`config.mk`:
```
export PLATFORM = sky130hd
export DESIGN_NAME = softmax_vector_decoder
export DESIGN_NICKNAME = d
export VERILOG_FILES = /design/src/rtl/softmax_vector_decoder.sv
export SDC_FILE = /design/constraint.sdc
export NUM_CORES = 1
export LEC_CHECK = 0
export CELL_PAD_IN_SITES_DETAIL_PLACEMENT = 1
export CELL_PAD_IN_SITES_GLOBAL_PLACEMENT = 2
export CORE_UTILIZATION = 34
export DETAILED_ROUTE_END_ITERATION = 7
export GPL_TIMING_DRIVEN = 1
export PLACE_DENSITY = 0.95
export SLEW_MARGIN = 40
export SYNTH_ARGS = -nofsm -noshare
export SYNTH_HDL_FRONTEND = slang
export SYNTH_SLANG_ARGS = --single-unit
export TNS_END_PERCENT = 100
```
`constraint.sdc`:
```
create_clock -name clk -period 4.15 [get_ports clk]
set_input_delay 0.83 -clock clk [delete_from_list [all_inputs] [get_ports clk]]
set_output_delay 0.83 -clock clk [all_outputs]
set_load 0.005 [all_outputs]
```
`src/rtl/softmax_vector_decoder.sv`:
```
// Decodes a stream of pseudo-float softmax elements into per-vector sum, max,
// argmax and element count; one result per vector with valid/ready handoff.
module softmax_vector_decoder #(
  parameter int unsigned MAX_LEN = 8
) (
  input  logic        clk,
  input  logic        rst,
  input  logic        in_valid,
  output logic        in_ready,
  input  logic [2:0]  in_mant,
  input  logic [2:0]  in_exp,
  input  logic        in_last,
  output logic        out_valid,
  input  logic        out_ready,
  output logic [11:0] out_sum,
  output logic [8:0]  out_max,
  output logic [2:0]  out_argmax,
  output logic [3:0]  out_count,
  output logic        out_len_err
);

  localparam int unsigned SUM_W  = 12;
  localparam int unsigned FX_W   = 9;
  localparam int unsigned MANT_W = 4;
  localparam int unsigned IDX_W  = 3;
  localparam int unsigned CNT_W  = 4;

  localparam logic STATE_ACC  = 1'b0;
  localparam logic STATE_DONE = 1'b1;

  logic              state;
  logic              state_next;
  logic [IDX_W-1:0]  idx;
  logic [MANT_W-1:0] mant_c;
  logic [FX_W-1:0]   fx_c;
  logic              accept_c;
  logic              at_limit_c;
  logic              close_c;

  // Element decode: implicit leading one, scaled to Q1.8, then shifted down.
  assign mant_c     = MANT_W'(4'd8 + {1'b0, in_mant});
  assign fx_c       = {mant_c, 5'b0_0000} >> in_exp;
  assign accept_c   = in_valid && (state == STATE_ACC);
  assign at_limit_c = (out_count == CNT_W'(MAX_LEN - 1));
  assign close_c    = accept_c && (in_last || at_limit_c);

  assign in_ready  = (state == STATE_ACC);
  assign out_valid = (state == STATE_DONE);

  always_ff @(posedge clk or posedge rst) begin
    if (rst) begin
      state <= STATE_ACC;
    end else begin
      state <= state_next;
    end
  end

  always_comb begin
    state_next = state;
    case (state)
      STATE_ACC:  if (close_c)   state_next = STATE_DONE;
      default:    if (out_ready) state_next = STATE_ACC;
    endcase
  end

  // Accumulation datapath; frozen in DONE until the result is taken.
  always_ff @(posedge clk or posedge rst) begin
    if (rst) begin
      out_sum     <= '0;
      out_max     <= '0;
      out_argmax  <= '0;
      out_count   <= '0;
      out_len_err <= 1'b0;
      idx         <= '0;
    end else if (state == STATE_DONE) begin
      if (out_ready) begin
        out_sum     <= '0;
        out_max     <= '0;
        out_argmax  <= '0;
        out_count   <= '0;
        out_len_err <= 1'b0;
        idx         <= '0;
      end
    end else if (accept_c) begin
      out_sum   <= SUM_W'(out_sum + SUM_W'(fx_c));
      out_count <= CNT_W'(out_count + CNT_W'(1));
      idx       <= IDX_W'(idx + IDX_W'(1));
      // Strict compare keeps the earliest index on ties.
      if ((out_count == '0) || (fx_c > out_max)) begin
        out_max    <= fx_c;
        out_argmax <= idx;
      end
      out_len_err <= at_limit_c && !in_last;
    end
  end

endmodule

```
==> flow_summary.yaml <==
placement:
  gp_congestion: 0.7901
  dpl.hpwl_um: 4589
  pre_cts_ws_ns: 0.3824
  portBuffers: 41
cts:
  cts_resized: 0
  clockRootBuffer: "clkbuf_8"
  cts_tree: "built"
  h-tree-depth: 2
  post_cts_buffers: 0
  cts.reportedPaths.clkPinSlew_ns: 0.08
  clock-sinks: 33
  cts_buffers: 5
  clock_latency_ns: 0.30
  hold_buffers: 0
  cts_buffer_depth: 2
drt:
  vias_per_cell: 5.361
  first_iter_violations: 82
  drc: 0
  postRouteAntennaNets: 0
  routedWlPerCell_um: 16.11
  wirelength_um: 6075
  vias: 2021
  first_pass_iters: 4
finish:
  nets: 332
  area_growth_pct: 29.57
  antenna_cells: 0
  drive_gt1_share_pct: 7.333
timing:
  setup-violations-final: 0
  post-route-min-period_ns: 3.470
  rsz0062_at_grt: "false"
  hold_viol: 0
  clock_skew_ns: 0.004078
  fmax_mhz: 288.2
  finalSetupTns_ns: 0
  fin_crit_sh_pct: 83.62
  relSlewSlack_pct: 57.00
  worstMarginPinSlew_ns: 0.6450
  fin_ws_ns: 0.6796
  holdWs_ns: 0.4893
  slew_viol_final: 0
pwr:
  ir_drop_mv: 0.1960
  power.total_mw: 1.848
  power_density_nw_per_um2: 640.7
  p_leak_nw: 1.314
worst_hold_path:
  hold_depth: 1
  hold_class: "reg2reg"
  min_to: "out_sum[11]"
  min-delay-start: "out_sum[11]"
synth:
  avgSynthCellArea_um2: 8.798
  synth_top_area_share_pct: 37.10
  netlist_area_um2: 2226
  synth_top_flop_cell: "dfrtp_1"
  ys_warn_count: 0
  synth_top_cell_by_area: "dfrtp_1"
  ys_ff_latch: 33
  ys_seq_area_share_pct: 37.10
  synth_most_common_cell: "nand2_1"
  synth.distinct_cells: 41
  synth_fp_nets: 286
  synthCells: 253
  synthArstFlopShare_pct: 100.0
  synth_edf_count: 0
  ys_top_cells_by_area: "dfrtp_1 37%, ha_1 12%, nand2_1 6.4%"
  ys_top_cells_by_count: "38 x nand2_1, 33 x dfrtp_1, 26 x inv_1, 25 x o21ai_0, 21 x ha_1"
critical_path:
  critPathMaxFanout: 8
  cp.arrival_ns: 3.69
  r2r_end: "out_argmax[2]"
  critPathKind: "in2reg"
  rr_startpoint: "out_max[7]"
  setup.worst_path.start_class: "input pin"
  rrSetupSlack_ns: 2.00
  cp.required_ns: 4.37
  endpoint_kind: "flop"
  r2r_cells: 7
grt:
  gr-usage-all-layers_pct: 19.49
  antenna_found_initial: 0
  grt_pass1_vias: 2188
  grt_util_met3_pct: 3.579
  grt_overflow: 0
  busiest_layer: "met2"
  met2_usage_pct: 32.41
  grt_max_degree: 34
  grt_first_pass_wirelength_um: 10760
  use_met1_pct: 25.09
floorplanning:
  core_um2: 6350
  fp-row-count: 29
  start_util_pct: 35.05
  die_h_um: 82.91
  io_pins: 42
  fp.dieW_um: 82.91
  die_area_um2: 6874
outcome:
  outcome: "complete, no violations"
job:
  maxCapViolations: 0
==> logic make-up after synthesis <==
kind of cell | Yosys count | share of synthesized area [%]
AND/OR/NAND/NOR | 76 | 15.46
AO/OA/AOI/OAI | 72 | 22.15
buffers and inverters | 34 | 5.789
flip-flops | 33 | 37.10
adder cells (fa/ha/maj) | 22 | 12.70
XOR/XNOR | 8 | 3.148
multiplexers | 8 | 3.654
==> worst max-delay path by stage <==
stage,end,slack [ns],start,cells past startpoint
after floorplan,out_max[7],1.11,in_exp[1],10
after global placement,out_sum[8],0.45,in_exp[1],13
after detailed placement,out_sum[8],0.38,in_exp[1],13
after CTS,out_argmax[2],0.68,in_exp[1],12
after global routing,out_argmax[0],0.42,in_exp[1],12
final,out_argmax[2],0.68,in_exp[1],12
==> cells in the final DEF (no fill, tap or decap), types with 2 or more instances in the layout <==
cell	instances
nor2_1	12
a21oi_1	13
nand3b_1	2
o21bai_1	2
clkbuf_8	5
bufinv_16	2
xor2_1	4
dfrtp_1	33
clkdlybuf4s50_1	41
nand2_1	38
a31oi_1	2
mux2i_1	7
o2bb2ai_1	4
buf_4	6
o21ai_0	25
nand3_1	5
inv_1	26
a221o_1	2
a22o_1	6
nor2b_1	3
xnor2_1	4
nand4_1	4
a211oi_1	2
nand2b_1	3
ha_1	21
nor3_1	6
o211ai_1	5
==> flip-flops by register name, summed over array words and instances, names as in the netlist <==
| register | cells |
|---|---|
| out_sum | 12 |
| idx | 3 |
| out_valid | 1 |
| out_count | 4 |
| out_max | 9 |
| out_len_err | 1 |
| out_argmax | 3 |
==> metal layers <==
| metal | wire length, um | vias up |
|---|---|---|
| li1 | - | 979 |
| met1 | 2789 | 1000 |
| met2 | 2962 | 31 |
| met3 | 181 | 11 |
| met4 | 141 | 0 |
| met5 | 0 | - |
==> power by group <==
group	total, mW	leakage [nW]	switching (mW)	internal (mW)
clock network	0.373	0.0681	0.134	0.239
registers	0.563	0.431	0.120	0.442
logic	0.912	0.814	0.445	0.467
==> cell type report <==
type / instances / area [um2]
clock inverter: 3 / 65.06
multi-input combinational: 186 / 1275
timing repair buffer: 47 / 455.4
clock buffer: 5 / 68.82
sequential: 33 / 825.8
inverter: 26 / 97.59
fill: 753 / 3466
tap: 77 / 96.34
==> per-stage QoR <==
step                      cells  util (%)  instance area, um2
final                       377     45.42                2884
after detailed placement    369     43.31                2750
after global placement      369     43.25                2746
after floorplan             253         -                2226
after global routing        377     45.42                2884
after CTS                   377     45.42                2884
==> worst max-delay path, cell delays in order <==
cell and delay (ns):
clkdlybuf4s50_1 0.49, mux2_2 0.35, nand2_1 0.06, o21ai_0 0.12, o21ai_0 0.29, inv_1 0.12
ha_1 0.34, nand2_1 0.06, nor3_1 0.27, nor2_1 0.17, a31oi_4 0.37, mux2i_1 0.22
Power figures use the tool's default switching activity.
